**config.mk**
```make
export PLATFORM = sky130hd
export DESIGN_NAME = huffman_packer
export DESIGN_NICKNAME = d
export VERILOG_FILES = /design/src/rtl/huffman_pkg.sv /design/src/rtl/huff_code_len.sv /design/src/rtl/huffman_packer.sv
export SDC_FILE = /design/constraint.sdc
export NUM_CORES = 1
export LEC_CHECK = 0
export BUFFER_PORTS_ARGS = -buffer_cell sky130_fd_sc_hd__buf_2
export CORE_ASPECT_RATIO = 1.25
export CORE_MARGIN = 3
export CORE_UTILIZATION = 49
export DETAILED_ROUTE_END_ITERATION = 7
export PLACE_DENSITY = 0.7
export REMOVE_ABC_BUFFERS = 1
export SYNTH_ARGS = -nofsm -noshare
export SYNTH_HDL_FRONTEND = slang
export SYNTH_SLANG_ARGS = --single-unit
export TNS_END_PERCENT = 5
```
**constraint.sdc**
```tcl
create_clock -name clk -period 6 [get_ports clk]
set_input_delay 1.2 -clock clk [delete_from_list [all_inputs] [get_ports clk]]
set_output_delay 1.2 -clock clk [all_outputs]
set_load 0.01 [all_outputs]
```
**src/rtl/huffman_pkg.sv**
```systemverilog
// Shared constants and types for the Huffman code packer.
// The code table is kept as an array of code_entry_t, one per gray-level symbol.
package huffman_pkg;

  localparam int NSYM   = 6;
  localparam int CODE_W = 8;
  localparam int ACC_W  = 16;
  localparam int CNT_W  = 16;
  localparam int FILL_W = 5;
  localparam int LEN_W  = 4;

  typedef enum logic [1:0] {
    WAIT_TBL,
    RUN,
    FLUSH,
    DONE
  } state_t;

  typedef struct packed {
    logic [CODE_W-1:0] code;
    logic [CODE_W-1:0] mask;
    logic [LEN_W-1:0]  len;
  } code_entry_t;

endpackage

```
**src/rtl/huff_code_len.sv**
```systemverilog
// Code length of a table entry: the number of ones in its right-aligned mask.
module huff_code_len
  import huffman_pkg::*;
(
  input  logic [CODE_W-1:0] mask,
  output logic [LEN_W-1:0]  len
);

  always_comb begin
    len = '0;
    for (int i = 0; i < CODE_W; i++) begin
      len = len + LEN_W'(mask[i]);
    end
  end

endmodule

```
**src/rtl/huffman_packer.sv**
```systemverilog
// Maps gray-level symbols to their Huffman codes and packs the codes MSB-first
// into a byte stream, zero-padding the final partial byte of each packet.
module huffman_packer
  import huffman_pkg::*;
(
  input  logic              clk,
  input  logic              reset,
  input  logic              code_valid,
  input  logic [CODE_W-1:0] HC1,
  input  logic [CODE_W-1:0] HC2,
  input  logic [CODE_W-1:0] HC3,
  input  logic [CODE_W-1:0] HC4,
  input  logic [CODE_W-1:0] HC5,
  input  logic [CODE_W-1:0] HC6,
  input  logic [CODE_W-1:0] M1,
  input  logic [CODE_W-1:0] M2,
  input  logic [CODE_W-1:0] M3,
  input  logic [CODE_W-1:0] M4,
  input  logic [CODE_W-1:0] M5,
  input  logic [CODE_W-1:0] M6,
  input  logic              sym_valid,
  input  logic [7:0]        sym_data,
  input  logic              sym_last,
  output logic              sym_ready,
  output logic              out_valid,
  output logic [7:0]        out_data,
  input  logic              out_ready,
  output logic              done,
  output logic [CNT_W-1:0]  bit_total,
  output logic              err
);

  state_t              state;
  logic                code_valid_q;
  logic [ACC_W-1:0]    acc;
  logic [FILL_W-1:0]   fill;
  code_entry_t         tbl [NSYM];

  logic [CODE_W-1:0]   hc_in  [NSYM];
  logic [CODE_W-1:0]   m_in   [NSYM];
  logic [LEN_W-1:0]    len_in [NSYM];

  logic                tbl_edge;
  logic                reload;
  logic                sym_fire;
  logic                byte_fire;
  logic                sym_legal;
  code_entry_t         sym_entry;
  logic [2:0]          sym_idx;
  logic [CODE_W-1:0]   sym_code;
  logic [FILL_W-1:0]   shamt;
  logic [ACC_W-1:0]    shifted;

  assign hc_in[0] = HC1;
  assign hc_in[1] = HC2;
  assign hc_in[2] = HC3;
  assign hc_in[3] = HC4;
  assign hc_in[4] = HC5;
  assign hc_in[5] = HC6;
  assign m_in[0]  = M1;
  assign m_in[1]  = M2;
  assign m_in[2]  = M3;
  assign m_in[3]  = M4;
  assign m_in[4]  = M5;
  assign m_in[5]  = M6;

  for (genvar g = 0; g < NSYM; g++) begin : g_len
    huff_code_len u_len (
      .mask (m_in[g]),
      .len  (len_in[g])
    );
  end

  // A reload is only honoured between packets, when no bits are pending.
  assign tbl_edge  = code_valid && !code_valid_q;
  assign reload    = (state == RUN) && (fill == '0) && tbl_edge;
  assign sym_ready = (state == RUN) && (fill < FILL_W'(8)) && !reload;
  assign out_valid = ((state == RUN)   && (fill >= FILL_W'(8))) ||
                     ((state == FLUSH) && (fill != '0));
  assign out_data  = acc[ACC_W-1 -: 8];
  assign done      = (state == DONE);
  assign sym_fire  = sym_valid && sym_ready;
  assign byte_fire = out_valid && out_ready;

  always_comb begin
    sym_entry = '0;
    sym_legal = 1'b0;
    sym_idx   = sym_data[2:0] - 3'd1;
    if ((sym_data != 8'd0) && (sym_data <= 8'(NSYM))) begin
      sym_entry = tbl[sym_idx];
      sym_legal = (sym_entry.len != '0);
    end
  end

  // New code lands just below the bits already held, left-aligned in acc.
  assign sym_code = sym_entry.code & sym_entry.mask;
  assign shamt    = FILL_W'(ACC_W) - fill - {1'b0, sym_entry.len};
  assign shifted  = {{(ACC_W-CODE_W){1'b0}}, sym_code} << shamt;

  always_ff @(posedge clk or posedge reset) begin
    if (reset) begin
      state        <= WAIT_TBL;
      code_valid_q <= 1'b0;
      acc          <= '0;
      fill         <= '0;
      bit_total    <= '0;
      err          <= 1'b0;
      for (int i = 0; i < NSYM; i++) begin
        tbl[i] <= '0;
      end
    end else begin
      code_valid_q <= code_valid;
      case (state)
        WAIT_TBL: begin
          if (tbl_edge) begin
            for (int i = 0; i < NSYM; i++) begin
              tbl[i] <= '{code: hc_in[i], mask: m_in[i], len: len_in[i]};
            end
            bit_total <= '0;
            state     <= RUN;
          end
        end
        RUN: begin
          if (reload) begin
            for (int i = 0; i < NSYM; i++) begin
              tbl[i] <= '{code: hc_in[i], mask: m_in[i], len: len_in[i]};
            end
            bit_total <= '0;
          end else if (sym_fire) begin
            if (sym_legal) begin
              acc       <= acc | shifted;
              fill      <= fill + {1'b0, sym_entry.len};
              bit_total <= bit_total + CNT_W'(sym_entry.len);
            end else begin
              err <= 1'b1;
            end
            if (sym_last) begin
              state <= FLUSH;
            end
          end else if (byte_fire) begin
            acc  <= acc << 8;
            fill <= fill - FILL_W'(8);
          end
        end
        FLUSH: begin
          if (fill == '0) begin
            state <= DONE;
          end else if (byte_fire) begin
            if (fill > FILL_W'(8)) begin
              acc  <= acc << 8;
              fill <= fill - FILL_W'(8);
            end else begin
              acc   <= '0;
              fill  <= '0;
              state <= DONE;
            end
          end
        end
        DONE: begin
          bit_total <= '0;
          state     <= RUN;
        end
        default: state <= WAIT_TBL;
      endcase
    end
  end

endmodule

```
==> results.yml <==
floorplanning:
  num_rows: 56
  dieHeight_um: 163
  initial_core_util_pct: 50.6
  die_area_sq_um: 21300
  io_pins: 138
  core_area_sq_um: 19000
  fp.dieW_um: 131
critical_path:
  slowest_stage: "mux4_2"
  crit_chain: "buf_2 -> buf_4 -> buf_4 -> mux4_2 -> nand2_1 -> o31ai_1 -> nand2_1 -> fa_1 -> and2_1 -> a221oi_1 -> xor2_1 -> o21ai_0 -> or4b_1 -> a21oi_1 -> a221o_1"
  critical_path_arrival_ns: 5.45
  end_kind: "flop"
  critical_path_required_ns: 6.37
  slowest_delay_ns: 0.56
  crit_fanout: 31
  path_class: "in2reg"
  critPathBufInv: 3
  critPathTopFamily: "compound AO/OA/AOI/OAI gates"
  critPathLaunchType: "input pin"
timing:
  fin_tns_setup_ns: 0
  rsz0062_at_grt: "no"
  fin_ws_ns: 0.921
  period_minus_slack_ns: 5.08
  fin_crit_sh_pct: 84.6
  tightest_slew_ns: 0.978
  hold_viol: 0
  fin_skew_ns: 0.00992
  drv_slew: 0
  slew_headroom_pct: 34.8
  max_freq_mhz: 197
  setup_viol: 0
cells_and_area:
  n_antenna_cell: 0
  multi_input_area_sq_um: 4960
  syn_to_final_growth_pct: 15.1
  fill_cells: 1773
  layout-drive-gt1-share_pct: 16.8
  regArea_sq_um: 4030
  nNetsFinal: 1395
cts:
  post-cts-setup-buffers: 0
  clk_latency_ns: 0.43
  post_cts_resized: 0
  cts_root_buf: "clkbuf_16"
  cts_buffers: 17
  clock_sinks: 161
  cts_tree: "done"
  clk_pin_slew_ns: 0.07
  hold_buffers: 0
  htreeDepth: 4
  cts_max_path_buffers: 2
global_route:
  grt_usage_pct: 24.3
  grt_antenna_before_repair: 0
  grt_pass1_wl_mm: 41.7
  overflow: 0
  first_global_vias: 8134
  grt_max_degree: 103
power:
  p_seq_share_pct: 37.6
  p_per_area_nw_per_um2: 442
  combPwrFrac_pct: 39.2
  leakage_nw: 5.59
  pwr-share-clk_pct: 23.2
  switching_share_pct: 40.6
  switching_power_w: 0.00198
  ir_drop_uv: 240
  intPower_w: 0.00290
detailed_routing:
  ant_nets: 0
  postRouteWirelength_mm: 25.2
  drc: 0
  wire_per_inst_um: 16.9
  via_per_inst: 5.47
  dr_total_vias: 8147
  dr.pass1.iters: 5
  drtIter0Drc: 615
logic_synthesis:
  yosysSeqAreaShare_pct: 42.0
  syn_inst: 1108
  syn_area_sq_um: 9600
  ys_ff_latch: 161
  synth_cell_types: 64
  async_reset_ff_share_pct: 100
  syn_area_per_cell_sq_um: 8.67
  ys_warn_count: 0
  synth-edff-count: 0
  ys.flop_type: "dfrtp_1"
placed_design:
  pre_cts_slack_ns: 0.475
  dp_hpwl_mm: 18.6
  io_buffers: 137
  place_congestion: 0.902
run:
  timing.max_cap.violations: 0
min_path:
  hold_class: "reg2reg"
run_status:
  outcome: "finished clean"
cell type report:
type	instances	share of cell area, %
clock buffer	20	4.22
tap	261	2.95
inverter	90	3.10
multi-input combinational	796	44.8
timing repair buffer	150	7.09
clock inverter	12	1.34
sequential	161	36.5
power by group through the flow:
stage	registers (W)	clock network (W)	logic, W
finish	0.00184	0.00113	0.00191
global route	0.00189	0.00120	0.00218
CTS	0.00183	0.00115	0.00192
detailed placement	0.00184	0	0.00191
global placement	0.00184	0	0.00187
floorplan	0.00176	0	0.00138
kinds of logic after synthesis:
logic type / after synthesis / share of synthesized area [%]
adders and majority gates: 69 / 11.1
AOI/OAI and AO/OA: 191 / 13.3
and+or+nand+nor: 494 / 21.9
xor gates and xnor gates: 19 / 1.81
buffers and inverters: 151 / 6.51
DFF: 161 / 42.0
muxes: 23 / 3.41
sequential cells by signal (all words and copies together) (netlist names):
register	flops
fill	5
acc	16
state	2
code_valid_q	1
bit_total	16
err	1
tbl	120
placed cells by master (no fill, tap or decap), drive strengths merged, types with 4 or more instances in the layout:
master	n
a211oi	26
a21o	11
a21oi	17
a31oi	12
and2	5
buf	150
clkbuf	20
clkinv	5
clkinvlp	4
dfrtp	161
fa	27
ha	42
inv	91
mux2	8
mux2i	8
mux4	7
nand2	333
nand2b	5
nand3	43
nand3b	12
nand4	7
nor2	44
nor2b	6
nor3	16
nor4	4
o211ai	16
o21a	5
o21ai	62
o22ai	4
o31ai	9
or3	6
or4	6
xnor2	6
xor2	13
synth_stat cells (11+ instances only):
master    instances  area (sq um)
o211ai_1         16           120
a21o_1           11          82.6
nand2_1         333          1250
xor2_1           12           105
nor3_1           16          80.1
inv_1            85           319
nand3_1          43           215
nand3b_1         12          90.1
buf_2            11          55.1
a211oi_1         26           195
o21ai_0          61           305
clkbuf_1         36           135
nor2_1           44           165
dfrtp_1         161          4030
a21oi_1          17          85.1
buf_4            12          90.1
a31oi_1          12          75.1
fa_1             27           541
ha_1             42           526
worst paths after layout:
| check | startpoint | end | slack (ns) | cells past startpoint |
|---|---|---|---|---|
| max in group asynchronous | reset | tbl[3] | 3.99 | 3 |
| setup reg to reg | tbl[101] | acc[14] | 2.02 | 15 |
| hold / removal | err | err | 0.47 | 1 |
| setup / recovery | sym_data[0] | acc[14] | 0.92 | 15 |
| min in group asynchronous | reset | bit_total[12] | 0.95 | 2 |
| hold reg to reg | err | err | 0.47 | 1 |
routing by layer:
metal / global-route usage, % / share of wire (%) / vias up
li1: - / - / 3930
met1: 31.8 / 43 / 3977
met2: 41.8 / 51 / 208
met3: 3.96 / 3.9 / 32
met4: 7.64 / 1.8 / 0
met5: 0 / 0 / -
per-stage QoR:
| step | total power, W | instances | util [%] | cell area (sq um) | hold WS [ns] |
|---|---|---|---|---|---|
| floorplan | 0.00315 | 1047 | - | 9320 | 0.433 |
| global placement | 0.00371 | 1458 | 55.0 | 10400 | 0.457 |
| detailed placement | 0.00375 | 1458 | 55.0 | 10400 | 0.462 |
| CTS | 0.00491 | 1490 | 58.2 | 11100 | 0.477 |
| global route | 0.00527 | 1490 | 58.2 | 11100 | 0.488 |
| finish | 0.00488 | 1490 | 58.2 | 11100 | 0.472 |
No activity file was read; power rests on OpenSTA's default activity.
